## config.mk

```make
export PLATFORM = sky130hd
export DESIGN_NAME = matrix_hps_bridge_flat
export DESIGN_NICKNAME = d
export VERILOG_FILES = /design/src/rtl/matrix_hps_bridge_if.sv /design/src/rtl/matrix_hps_bridge.sv /design/src/flat_wrapper.sv
export SDC_FILE = /design/constraint.sdc
export NUM_CORES = 1
export LEC_CHECK = 0
export CAP_MARGIN = 20
export CORE_AREA = 2 2 262 264
export DETAILED_ROUTE_END_ITERATION = 7
export DIE_AREA = 0 0 264 266
export PLACE_DENSITY = 0.63
export SETUP_SLACK_MARGIN = 0.02
export SYNTH_ARGS = -nofsm -noshare
export SYNTH_HDL_FRONTEND = slang
export SYNTH_SLANG_ARGS = --single-unit
```

## constraint.sdc

```tcl
create_clock -name clk -period 6.4 [get_ports clk]
set_input_delay 1.28 -clock clk [delete_from_list [all_inputs] [get_ports clk]]
set_output_delay 1.28 -clock clk [all_outputs]
set_load 0.01 [all_outputs]
```

## src/rtl/matrix_hps_bridge_if.sv

```systemverilog
// HPS command/readback channel and coprocessor control lines grouped as one bus.
// The slave modport is the bridge's view; the master modport is the HPS/coprocessor side.
interface matrix_hps_bridge_if;
  logic         cmd_valid;
  logic [31:0]  cmd_data;
  logic         cmd_ready;
  logic         rd_req;
  logic [31:0]  rd_data;
  logic         rd_valid;
  logic         busy;
  logic         done;
  logic         ovf;
  logic         err;
  logic [199:0] cp_matrix1;
  logic [199:0] cp_matrix2;
  logic [4:0]   cp_instruction;
  logic         cp_start;
  logic         cp_ready;
  logic [199:0] cp_result;
  logic         cp_overflow;

  modport slave (
    input  cmd_valid, cmd_data, rd_req, cp_ready, cp_result, cp_overflow,
    output cmd_ready, rd_data, rd_valid, busy, done, ovf, err,
           cp_matrix1, cp_matrix2, cp_instruction, cp_start
  );

  modport master (
    output cmd_valid, cmd_data, rd_req, cp_ready, cp_result, cp_overflow,
    input  cmd_ready, rd_data, rd_valid, busy, done, ovf, err,
           cp_matrix1, cp_matrix2, cp_instruction, cp_start
  );
endinterface

```

## src/rtl/matrix_hps_bridge.sv

```systemverilog
// Bridge between the HPS 32-bit command/readback channel and the matrix coprocessor.
// Loads a header plus two 5x5 byte matrices, runs the start/ready handshake with a
// timeout, captures the 200-bit result and streams it back as 32-bit words.
module matrix_hps_bridge #(
  parameter int WAIT_LIMIT = 4096
) (
  input  logic               clk,
  input  logic               rst,
  matrix_hps_bridge_if.slave bus
);

  localparam int              CNT_W    = $clog2(WAIT_LIMIT) + 1;
  localparam logic [CNT_W-1:0] TMO_LAST = CNT_W'(WAIT_LIMIT - 1);
  localparam logic [CNT_W-1:0] TMO_ONE  = CNT_W'(1);

  localparam logic [2:0] S_IDLE    = 3'd0;
  localparam logic [2:0] S_LOAD_A  = 3'd1;
  localparam logic [2:0] S_LOAD_B  = 3'd2;
  localparam logic [2:0] S_ISSUE   = 3'd3;
  localparam logic [2:0] S_WAIT    = 3'd4;
  localparam logic [2:0] S_CAPTURE = 3'd5;
  localparam logic [2:0] S_READOUT = 3'd6;

  logic [2:0]       state_q,   state_d;
  logic [2:0]       ptr_q,     ptr_d;
  logic [2:0]       rd_ptr_q,  rd_ptr_d;
  logic [4:0]       instr_q,   instr_d;
  logic [199:0]     m1_q,      m1_d;
  logic [199:0]     m2_q,      m2_d;
  logic [199:0]     res_q,     res_d;
  logic [CNT_W-1:0] tmo_q,     tmo_d;
  logic [31:0]      rd_data_q, rd_data_d;
  logic             rd_valid_q, rd_valid_d;
  logic             done_q,    done_d;
  logic             ovf_q,     ovf_d;
  logic             err_q,     err_d;
  logic             cmd_ready_c;
  logic             cmd_fire;
  logic             take_header;

  // Word j of a matrix holds elements 4j..4j+3; word 6 only carries element 24 in its top byte.
  function automatic logic [199:0] put_word(input logic [199:0] m, input logic [2:0] ptr,
                                            input logic [31:0] w);
    logic [199:0] r;
    r = m;
    for (int j = 0; j < 6; j++) begin
      if (ptr == 3'(j)) r[199-32*j -: 32] = w;
    end
    if (ptr == 3'd6) r[7:0] = w[31:24];
    return r;
  endfunction

  // Inverse of put_word; the unused bytes of word 6 read back as zero.
  function automatic logic [31:0] get_word(input logic [199:0] m, input logic [2:0] ptr);
    logic [31:0] r;
    r = 32'h0;
    for (int j = 0; j < 6; j++) begin
      if (ptr == 3'(j)) r = m[199-32*j -: 32];
    end
    if (ptr == 3'd6) r = {m[7:0], 24'h0};
    return r;
  endfunction

  assign cmd_ready_c = (state_q == S_IDLE) || (state_q == S_LOAD_A) ||
                       (state_q == S_LOAD_B) || (state_q == S_READOUT);
  assign cmd_fire    = bus.cmd_valid && cmd_ready_c;

  // Next-state and datapath update for load, handshake, capture and readout.
  always_comb begin
    state_d     = state_q;
    ptr_d       = ptr_q;
    rd_ptr_d    = rd_ptr_q;
    instr_d     = instr_q;
    m1_d        = m1_q;
    m2_d        = m2_q;
    res_d       = res_q;
    tmo_d       = tmo_q;
    rd_data_d   = rd_data_q;
    rd_valid_d  = 1'b0;
    done_d      = done_q;
    ovf_d       = ovf_q;
    err_d       = err_q;
    take_header = 1'b0;

    case (state_q)
      S_IDLE: begin
        if (cmd_fire) take_header = 1'b1;
      end
      S_LOAD_A: begin
        if (cmd_fire) begin
          m1_d = put_word(m1_q, ptr_q, bus.cmd_data);
          if (ptr_q == 3'd6) begin
            ptr_d   = 3'd0;
            state_d = S_LOAD_B;
          end else begin
            ptr_d = ptr_q + 3'd1;
          end
        end
      end
      S_LOAD_B: begin
        if (cmd_fire) begin
          m2_d = put_word(m2_q, ptr_q, bus.cmd_data);
          if (ptr_q == 3'd6) begin
            ptr_d   = 3'd0;
            tmo_d   = '0;
            state_d = S_ISSUE;
          end else begin
            ptr_d = ptr_q + 3'd1;
          end
        end
      end
      S_ISSUE: begin
        if (tmo_q == TMO_LAST) begin
          err_d   = 1'b1;
          done_d  = 1'b0;
          state_d = S_IDLE;
        end else begin
          tmo_d = tmo_q + TMO_ONE;
          if (!bus.cp_ready) state_d = S_WAIT;
        end
      end
      S_WAIT: begin
        // Completion on the final allowed cycle still counts as success.
        if (bus.cp_ready) begin
          state_d = S_CAPTURE;
        end else if (tmo_q == TMO_LAST) begin
          err_d   = 1'b1;
          done_d  = 1'b0;
          state_d = S_IDLE;
        end else begin
          tmo_d = tmo_q + TMO_ONE;
        end
      end
      S_CAPTURE: begin
        res_d    = bus.cp_result;
        ovf_d    = bus.cp_overflow;
        done_d   = 1'b1;
        rd_ptr_d = 3'd0;
        state_d  = S_READOUT;
      end
      S_READOUT: begin
        // A new header wins over a read request in the same cycle.
        if (cmd_fire) begin
          take_header = 1'b1;
        end else if (bus.rd_req) begin
          rd_data_d  = get_word(res_q, rd_ptr_q);
          rd_valid_d = 1'b1;
          rd_ptr_d   = (rd_ptr_q == 3'd6) ? 3'd0 : rd_ptr_q + 3'd1;
        end
      end
      default: state_d = S_IDLE;
    endcase

    if (take_header) begin
      instr_d  = bus.cmd_data[4:0];
      done_d   = 1'b0;
      ovf_d    = 1'b0;
      err_d    = 1'b0;
      ptr_d    = 3'd0;
      rd_ptr_d = 3'd0;
      state_d  = S_LOAD_A;
    end
  end

  // State and data registers; reset aborts any operation and clears everything.
  always_ff @(posedge clk) begin
    if (rst) begin
      state_q    <= S_IDLE;
      ptr_q      <= '0;
      rd_ptr_q   <= '0;
      instr_q    <= '0;
      m1_q       <= '0;
      m2_q       <= '0;
      res_q      <= '0;
      tmo_q      <= '0;
      rd_data_q  <= '0;
      rd_valid_q <= 1'b0;
      done_q     <= 1'b0;
      ovf_q      <= 1'b0;
      err_q      <= 1'b0;
    end else begin
      state_q    <= state_d;
      ptr_q      <= ptr_d;
      rd_ptr_q   <= rd_ptr_d;
      instr_q    <= instr_d;
      m1_q       <= m1_d;
      m2_q       <= m2_d;
      res_q      <= res_d;
      tmo_q      <= tmo_d;
      rd_data_q  <= rd_data_d;
      rd_valid_q <= rd_valid_d;
      done_q     <= done_d;
      ovf_q      <= ovf_d;
      err_q      <= err_d;
    end
  end

  assign bus.cmd_ready      = cmd_ready_c;
  assign bus.rd_data        = rd_data_q;
  assign bus.rd_valid       = rd_valid_q;
  assign bus.busy           = (state_q == S_ISSUE) || (state_q == S_WAIT) || (state_q == S_CAPTURE);
  assign bus.done           = done_q;
  assign bus.ovf            = ovf_q;
  assign bus.err            = err_q;
  assign bus.cp_matrix1     = m1_q;
  assign bus.cp_matrix2     = m2_q;
  assign bus.cp_instruction = instr_q;
  assign bus.cp_start       = (state_q == S_ISSUE);

endmodule

```

## src/flat_wrapper.sv

```systemverilog
// flat-port wrapper written by rule: the top's interface ports become plain ports
module matrix_hps_bridge_flat 
#(
  parameter int WAIT_LIMIT = 4096
)
  (clk, rst, bus_cmd_valid, bus_cmd_data, bus_rd_req, bus_cp_ready, bus_cp_result, bus_cp_overflow, bus_cmd_ready, bus_rd_data, bus_rd_valid, bus_busy, bus_done, bus_ovf, bus_err, bus_cp_matrix1, bus_cp_matrix2, bus_cp_instruction, bus_cp_start);
  matrix_hps_bridge_if bus_i ();
  input  logic clk;
  input  logic rst;
  input wire logic [$bits(bus_i.cmd_valid)-1:0] bus_cmd_valid;
  input wire logic [$bits(bus_i.cmd_data)-1:0] bus_cmd_data;
  input wire logic [$bits(bus_i.rd_req)-1:0] bus_rd_req;
  input wire logic [$bits(bus_i.cp_ready)-1:0] bus_cp_ready;
  input wire logic [$bits(bus_i.cp_result)-1:0] bus_cp_result;
  input wire logic [$bits(bus_i.cp_overflow)-1:0] bus_cp_overflow;
  output wire logic [$bits(bus_i.cmd_ready)-1:0] bus_cmd_ready;
  output wire logic [$bits(bus_i.rd_data)-1:0] bus_rd_data;
  output wire logic [$bits(bus_i.rd_valid)-1:0] bus_rd_valid;
  output wire logic [$bits(bus_i.busy)-1:0] bus_busy;
  output wire logic [$bits(bus_i.done)-1:0] bus_done;
  output wire logic [$bits(bus_i.ovf)-1:0] bus_ovf;
  output wire logic [$bits(bus_i.err)-1:0] bus_err;
  output wire logic [$bits(bus_i.cp_matrix1)-1:0] bus_cp_matrix1;
  output wire logic [$bits(bus_i.cp_matrix2)-1:0] bus_cp_matrix2;
  output wire logic [$bits(bus_i.cp_instruction)-1:0] bus_cp_instruction;
  output wire logic [$bits(bus_i.cp_start)-1:0] bus_cp_start;
  assign bus_i.cmd_valid = bus_cmd_valid;
  assign bus_i.cmd_data = bus_cmd_data;
  assign bus_i.rd_req = bus_rd_req;
  assign bus_i.cp_ready = bus_cp_ready;
  assign bus_i.cp_result = bus_cp_result;
  assign bus_i.cp_overflow = bus_cp_overflow;
  assign bus_cmd_ready = bus_i.cmd_ready;
  assign bus_rd_data = bus_i.rd_data;
  assign bus_rd_valid = bus_i.rd_valid;
  assign bus_busy = bus_i.busy;
  assign bus_done = bus_i.done;
  assign bus_ovf = bus_i.ovf;
  assign bus_err = bus_i.err;
  assign bus_cp_matrix1 = bus_i.cp_matrix1;
  assign bus_cp_matrix2 = bus_i.cp_matrix2;
  assign bus_cp_instruction = bus_i.cp_instruction;
  assign bus_cp_start = bus_i.cp_start;
  matrix_hps_bridge #(.WAIT_LIMIT(WAIT_LIMIT)) u_core (.clk(clk), .rst(rst), .bus(bus_i));
endmodule
```

==> results of run 1 <==
cell usage after synthesis, drive strengths merged, types with 2 or more instances:
cell	count	area, um2
nand2	1225	4606
dfxtp	663	13270
a21oi	617	3088
clkbuf	143	538.0
buf	142	784.5
mux2i	111	1111
nor2	67	254.0
nand3	27	135.1
o22ai	24	150.1
o2bb2ai	23	201.4
and2	14	87.58
o21ai	12	60.06
o41ai	12	105.1
a211oi	10	75.07
nand4b	9	78.83
and3	8	50.05
o221ai	8	70.07
nor2b	7	43.79
or3	7	43.79
inv	6	22.52
o211ai	6	45.04
a31oi	4	25.02
nand2b	4	25.02
nor3	4	25.02
and3b	3	26.28
ha	3	37.54
nand4	3	18.77
nor3b	3	33.78
o31ai	3	22.52
or2	3	18.77
or3b	3	26.28
and4bb	2	25.02
nand3b	2	15.01
xnor2	2	17.52
flip-flops by register name (all words and copies together) (netlist names):
name,count
u_core.bus.err,1
u_core.bus.cp_matrix1,200
u_core.bus.done,1
u_core.res_q,200
u_core.tmo_q,13
u_core.bus.cp_matrix2,200
u_core.bus.ovf,1
u_core.bus.rd_valid,1
u_core.bus.cp_instruction,5
u_core.ptr_q,3
u_core.state_q,3
u_core.rd_ptr_q,3
u_core.bus.rd_data,32
per-stage QoR:
step | power [mW] | setup WS [ns] | cell area, um2 | hold WS [ns]
2_1_floorplan | 4.365 | 4.039 | 25260 | 0.4156
3_3_place_gp | 4.640 | 2.524 | 32270 | 0.4297
3_5_place_dp | 4.640 | 2.515 | 32350 | 0.4453
4_1_cts | 9.182 | 2.338 | 34980 | 0.4532
5_1_grt | 9.381 | 2.239 | 34990 | 0.4669
6_report | 9.123 | 2.400 | 35000 | 0.4499
critical path, cell delays in order, from the launching register on:
cell and delay (ns):
sky130_fd_sc_hd__dfxtp_1 0.63, sky130_fd_sc_hd__nor2b_1 0.73, sky130_fd_sc_hd__or2_2 0.24, sky130_fd_sc_hd__clkdlybuf4s50_1 0.54
per-layer routing:
metal	global-route usage, %	part of all wire, %	up-vias
met5	0	0.17	-
met4	12.30	4.4	24
met3	8.503	8.4	213
met2	49.09	49	890
met1	32.44	38	11390
li1	-	-	11520
layout by cell type, fill, tap and decap left out, drive strengths merged, types with 10 or more instances in the layout:
| cell type | count |
|---|---|
| buf | 47 |
| clkinv | 20 |
| o22ai | 24 |
| a21oi | 617 |
| a211oi | 10 |
| nand2 | 1225 |
| nor2 | 67 |
| nand3 | 27 |
| dfxtp | 663 |
| mux2i | 111 |
| o21ai | 12 |
| clkdlybuf4s50 | 680 |
| o2bb2ai | 23 |
| clkbuf | 106 |
| and2 | 14 |
| o41ai | 12 |
worst paths after layout:
| path | from | end | depth (start not counted) |
|---|---|---|---|
| setup / recovery | u_core.state_q[2] | bus_busy | 3 |
| hold / removal | u_core.bus.cp_matrix1[197] | u_core.bus.cp_matrix1[197] | 2 |
| setup reg to reg | u_core.state_q[2] | u_core.res_q[182] | 5 |
| hold reg to reg | u_core.bus.cp_matrix1[197] | u_core.bus.cp_matrix1[197] | 2 |
logic make-up after synthesis:
kind of cell / Yosys count
DFF: 663
AOI/OAI and AO/OA: 724
adders and majority gates: 3
and+or+nand+nor: 1397
xor gates and xnor gates: 2
muxes: 111
buffers and inverters: 291
power by group through the flow:
stage,Clock [mW],Sequential [mW],Combinational [mW]
6_report,4.57,4.15,0.401
5_1_grt,4.81,4.15,0.419
2_1_floorplan,0,4.24,0.122
3_3_place_gp,0,4.24,0.399
4_1_cts,4.63,4.15,0.400
3_5_place_dp,0,4.24,0.398
cell type report:
type | count | share of cell area [%]
Multi-Input combinational cell | 2237 | 30.53
Inverter | 6 | 0.06435
Antenna cell | 5 | 0.03575
Sequential cell | 663 | 37.93
Clock inverter | 31 | 1.255
Tap cell | 882 | 3.153
Clock buffer | 106 | 6.271
Timing Repair Buffer | 727 | 20.76
==> qor.log, run 1 <==
[outcome] result of the run completed
[grt] global-route wire length before repair 149.6 mm
[drt] count of vias placed by the detailed router 24040
[worst_setup_path] kind of critical path register to output pin
[floorplanning] Vert. Die Dim 266 um
[drt] vias per cell 5.161
[synthesis] number of synthesized flops with an enable pin 0
[timing] transition time at the pin with the least slew margin 1.497 ns
[floorplanning] number of ports placed on the die boundary 682
[drt] detailed router's first-iteration violation count 2131
[layout] share of final-layout standard cells stronger than drive strength 1 5.172%
[worst_setup_path] Worst Path Max Fanout 15
[drt] routed wire length 103.8 mm
[timing] worst relative slew slack 0.2125%
[clocking] post-cts resize count 0
[clocking] number of buffers inserted to repair setup after CTS 0
[synthesis] mapped cell area 0.02526 mm2
[clocking] clock tree from TritonCTS built
[clocking] number of buffers inserted during clock tree synthesis 75
[drt] count of nets left with antenna violations after detail routing 0
[synthesis] Synth Net Count 3432
[synthesis] simple-gate portion of the synthesized area 22.13%
[power] Net Sw Frac 22.71%
[clocking] clock-pin slew on the worst setup and hold paths 0.06 ns
[layout] Util after Layout 51.66%
[placement] Detailed Place HPWL 72.33 mm
[clocking] Bufs on Longest Clock Path 3
[power] Pint 7.050 mW
[layout] number of standard cells in the final layout excluding fillers 4657
[layout] number of nets in the final layout 3951
[floorplanning] die area 0.07022 mm2
[grt] maximum number of pins on one net before global-route repair 225
[synthesis] leading register cell type out of synthesis sky130_fd_sc_hd__dfxtp_1
[worst_setup_path] sort of element at the start of the critical path register
[timing] setup repair after global routing missed its margin false
[grt] gr ovfl total 0
[clocking] worst-skew pair later-pin latency 0.63 ns
[grt] all-layer global routing usage 28.38%
[synthesis] fraction of the yosys area taken by sequential cells 52.54%
[layout] growth of design area from synthesis to finish 38.53%
[grt] via count of the first global-routing pass 22670
[worst_hold_path] class of the tightest hold or removal check register to register
[floorplanning] standard-cell rows 96
[clocking] Post-CTS Hold Fix Bufs 0
[synthesis] Post-synth ARST share 0%
[floorplanning] starting density of the core 37.29%
[worst_setup_path] Worst Path Arrival 2.72 ns
[synthesis] Post-Synthesis Mean Instance Area 7.917 um2
[synthesis] main combinational cell family by area after synthesis simple AND/OR/NAND/NOR gates
[worst_setup_path] CP required 5.12 ns
[synthesis] post-synthesis cell type count 55
[layout] area of the multi-input gates 0.01068 mm2
[timing] period utilization 62.51%
[synthesis] adder and majority cell fraction of the synthesized area 0.1486%
[timing] post-layout min period 4.000 ns
[worst_setup_path] category of the worst setup path capture point output pin
[drt] remaining design rule violation count 0
[drt] drt pass-1 iters 5
[clocking] maximum level of the CTS H-tree 3
[power] Combinational Power Share 4.4%
[synthesis] flip-flop and latch count after synthesis 663
[floorplanning] floorplan core area 0.06775 mm2
[synthesis] mux contribution to synthesized area 4.398%
[clocking] Root Buffer Master sky130_fd_sc_hd__clkbuf_16
[timing] Final Max Slew Viols 0
[power] switching power total 2.072 mW
[floorplanning] floorplan die width 264 um
[placement] cell count after placement 4515
[timing] Setup TNS 0 ns
[layout] sequential cell area in the final layout 0.01328 mm2
[synthesis] Yosys Warn Count 0
[power] relative contribution of the clock network to total power 50.1%
[synthesis] Synth Area in Compound Gates 15.39%
[timing] final hold violation count 0
[power] power per unit of standard cell area 260.7 mW/mm2
[worst_setup_path] setup slack on the worst flop-to-flop path 3.24 ns
[drt] Routed wire per std cell 22.28 um
[timing] maximum clock rate 0.2500 GHz
[synthesis] cells after synthesis 3191
[placement] Routability Congestion 0.8744
[timing] number of setup violations in the final report 0
[power] leakage component of the power 11.42 nW
[flow_run] max-cap violations 0
[power] largest voltage drop on the vdd net 185.0 uV
[timing] final worst clock skew 0.04235 ns
[power] Seq pwr share 45.5%
[synthesis] Post-Synth XOR/XNOR Area 0.06934%
[layout] filler cell count 6684
[grt] number of antenna violations at the first check in global routing 17
[clocking] clock sinks 663
[placement] port buffer count 681
Power figures use the tool's default switching activity.
==> run 2, diff against run 1 <==
clock period = 3.69 ns   (was 6.4 ns; I/O delays follow)
==> run 2 against run 1 <==
Sequential share of layout area up 0.18 points. Wire length shrank 0.45%. Critical path type unchanged. Combinational power is 74% higher. Non-clock buffer count is 13 higher. Clock power grew 59%. Clock-buffer cell count fell by 1. Global-route usage shrank 0.25 points. Sequential cell count unchanged. Worst hold slack worse by 0.0061 ns. Final area fell by 0.46%.
==> qor.log, run 2 (synthesis gave the netlist of run 1 again) <==
[outcome] result of the run completed
[clocking] number of buffers inserted during clock tree synthesis 72
[timing] period utilization 87.23%
[floorplanning] floorplan core area 0.06775 mm2
[power] Net Sw Frac 22.97%
[drt] detailed router's first-iteration violation count 2000
[layout] Util after Layout 51.42%
[worst_hold_path] HP Start u_core.tmo_q[12]
[placement] Routability Congestion 0.8786
[drt] count of vias placed by the detailed router 23860
[timing] number of setup violations in the final report 0
[floorplanning] floorplan die width 264 um
[worst_setup_path] category of the worst setup path capture point output pin
[worst_setup_path] setup slack on the worst flop-to-flop path 1.21 ns
[floorplanning] Vert. Die Dim 266 um
[power] switching power total 3.482 mW
[grt] gr ovfl total 0
[power] Combinational Power Share 4.6%
[worst_setup_path] sort of element at the start of the critical path register
[worst_hold_path] class of the tightest hold or removal check register to register
[timing] transition time at the pin with the least slew margin 1.094 ns
[placement] port buffer count 681
[grt] via count of the first global-routing pass 21820
[worst_hold_path] hold worst-path end u_core.tmo_q[12]
[drt] vias per cell 5.121
[timing] maximum clock rate 0.3107 GHz
[clocking] clock sinks 663
[power] leakage component of the power 11.33 nW
[power] relative contribution of the clock network to total power 47.9%
[worst_setup_path] Worst Path Max Fanout 15
[grt] all-layer global routing usage 28.13%
[timing] setup repair after global routing missed its margin false
[floorplanning] number of ports placed on the die boundary 682
[layout] number of nets in the final layout 3961
[layout] sequential cell area in the final layout 0.01328 mm2
[drt] Routed wire per std cell 22.18 um
[power] power per unit of standard cell area 435.2 mW/mm2
[grt] global-route wire length before repair 148.4 mm
[worst_setup_path] CP required 2.95 ns
[drt] remaining design rule violation count 0
[layout] commonest cells after routing, fill and taps aside 1221 x sky130_fd_sc_hd__nand2_1, 680 x sky130_fd_sc_hd__clkdlybuf4s50_1, 661 x sky130_fd_sc_hd__dfxtp_1, 617 x sky130_fd_sc_hd__a21oi_1, 111 x sky130_fd_sc_hd__mux2i_1
[clocking] Root Buffer Master sky130_fd_sc_hd__clkbuf_16
[grt] number of antenna violations at the first check in global routing 14
[worst_setup_path] Worst Path Arrival 2.48 ns
[power] largest voltage drop on the vdd net 277.3 uV
[layout] area of the multi-input gates 0.01068 mm2
[worst_setup_path] kind of critical path register to output pin
[placement] Detailed Place HPWL 73.10 mm
[layout] growth of design area from synthesis to finish 37.89%
[clocking] Bufs on Longest Clock Path 3
[clocking] clock-pin slew on the worst setup and hold paths 0.06 ns
[drt] drt pass-1 iters 5
[layout] most common cell after layout, fill and taps aside sky130_fd_sc_hd__nand2_1
[layout] number of standard cells in the final layout excluding fillers 4658
[timing] Final Max Slew Viols 0
[clocking] post-cts resize count 0
[layout] filler cell count 6550
[worst_setup_path] FF-to-FF End u_core.bus.rd_data[28]
[floorplanning] starting density of the core 37.29%
[timing] post-layout min period 3.219 ns
[layout] share of final-layout standard cells stronger than drive strength 1 5.011%
[clocking] clock tree from TritonCTS built
[timing] worst relative slew slack 26.86%
[clocking] Post-CTS Hold Fix Bufs 0
[grt] maximum number of pins on one net before global-route repair 193
[drt] count of nets left with antenna violations after detail routing 0
[timing] final worst clock skew 0.02742 ns
[flow_run] max-cap violations 0
[power] Seq pwr share 47.4%
[floorplanning] die area 0.07022 mm2
[power] Pint 11.68 mW
[worst_hold_path] count of cells along the worst hold path 2
[drt] routed wire length 103.3 mm
[worst_setup_path] source of the worst register-to-register timing path u_core.rd_ptr_q[2]
[worst_setup_path] logic depth of the worst register-to-register path 6
[clocking] maximum level of the CTS H-tree 3
[timing] Setup TNS 0 ns
[floorplanning] standard-cell rows 96
[placement] cell count after placement 4528
[clocking] worst-skew pair later-pin latency 0.61 ns
[clocking] number of buffers inserted to repair setup after CTS 0
[timing] final hold violation count 0
==> run 2: metal layers <==
| layer | global-route usage, % | up-vias | share of wire (%) |
|---|---|---|---|
| li1 | - | 11550 | - |
| met1 | 32.69 | 11140 | 38 |
| met2 | 47.99 | 942 | 48 |
| met3 | 8.031 | 198 | 8.7 |
| met4 | 12.85 | 20 | 4.7 |
| met5 | 0 | - | 0.14 |
==> run 2: worst max path at each step <==
stage | from | to | cells after the start
2_1_floorplan | u_core.rd_ptr_q[2] | u_core.bus.rd_data[24] | 10
3_3_place_gp | bus_cmd_valid | u_core.bus.rd_data[23] | 5
6_report | u_core.state_q[2] | bus_busy | 4
3_5_place_dp | bus_cmd_valid | u_core.bus.cp_matrix2[19] | 5
4_1_cts | u_core.state_q[2] | bus_busy | 4
5_1_grt | u_core.state_q[2] | bus_busy | 4
==> run 2: cell type report <==
type | count | area share, %
Timing Repair Buffer | 740 | 21.18
Multi-Input combinational cell | 2237 | 30.67
Inverter | 6 | 0.06465
Sequential cell | 663 | 38.11
Clock inverter | 21 | 0.8800
Antenna cell | 4 | 0.02873
Tap cell | 882 | 3.168
Clock buffer | 105 | 5.901
==> run 2: power by group through the flow <==
stage                     clock (mW)  combinational (mW)  sequential (mW)
after floorplan                    0               0.211             7.36
after global placement             0               0.699             7.35
after detailed placement           0               0.697             7.35
after CTS                       7.39               0.698             7.19
after global routing            7.70               0.733             7.19
final                           7.27               0.698             7.19
==> run 2: through the flow <==
stage	hold WS, ns	power [mW]	worst slack, ns	cell area [um2]
2_1_floorplan	0.4156	7.571	1.560	25260
3_3_place_gp	0.4323	8.050	0.7408	32460
3_5_place_dp	0.4310	8.049	0.7053	32460
4_1_cts	0.4437	15.28	0.3689	34820
5_1_grt	0.4657	15.63	0.3305	34820
6_report	0.4438	15.16	0.4712	34830
==> run 2: critical path, cell delays in order (launching register included) <==
cell	delay, ns
sky130_fd_sc_hd__dfxtp_1	0.30
sky130_fd_sc_hd__buf_4	0.18
sky130_fd_sc_hd__nor2b_1	0.58
sky130_fd_sc_hd__or2_2	0.22
sky130_fd_sc_hd__clkdlybuf4s50_1	0.59
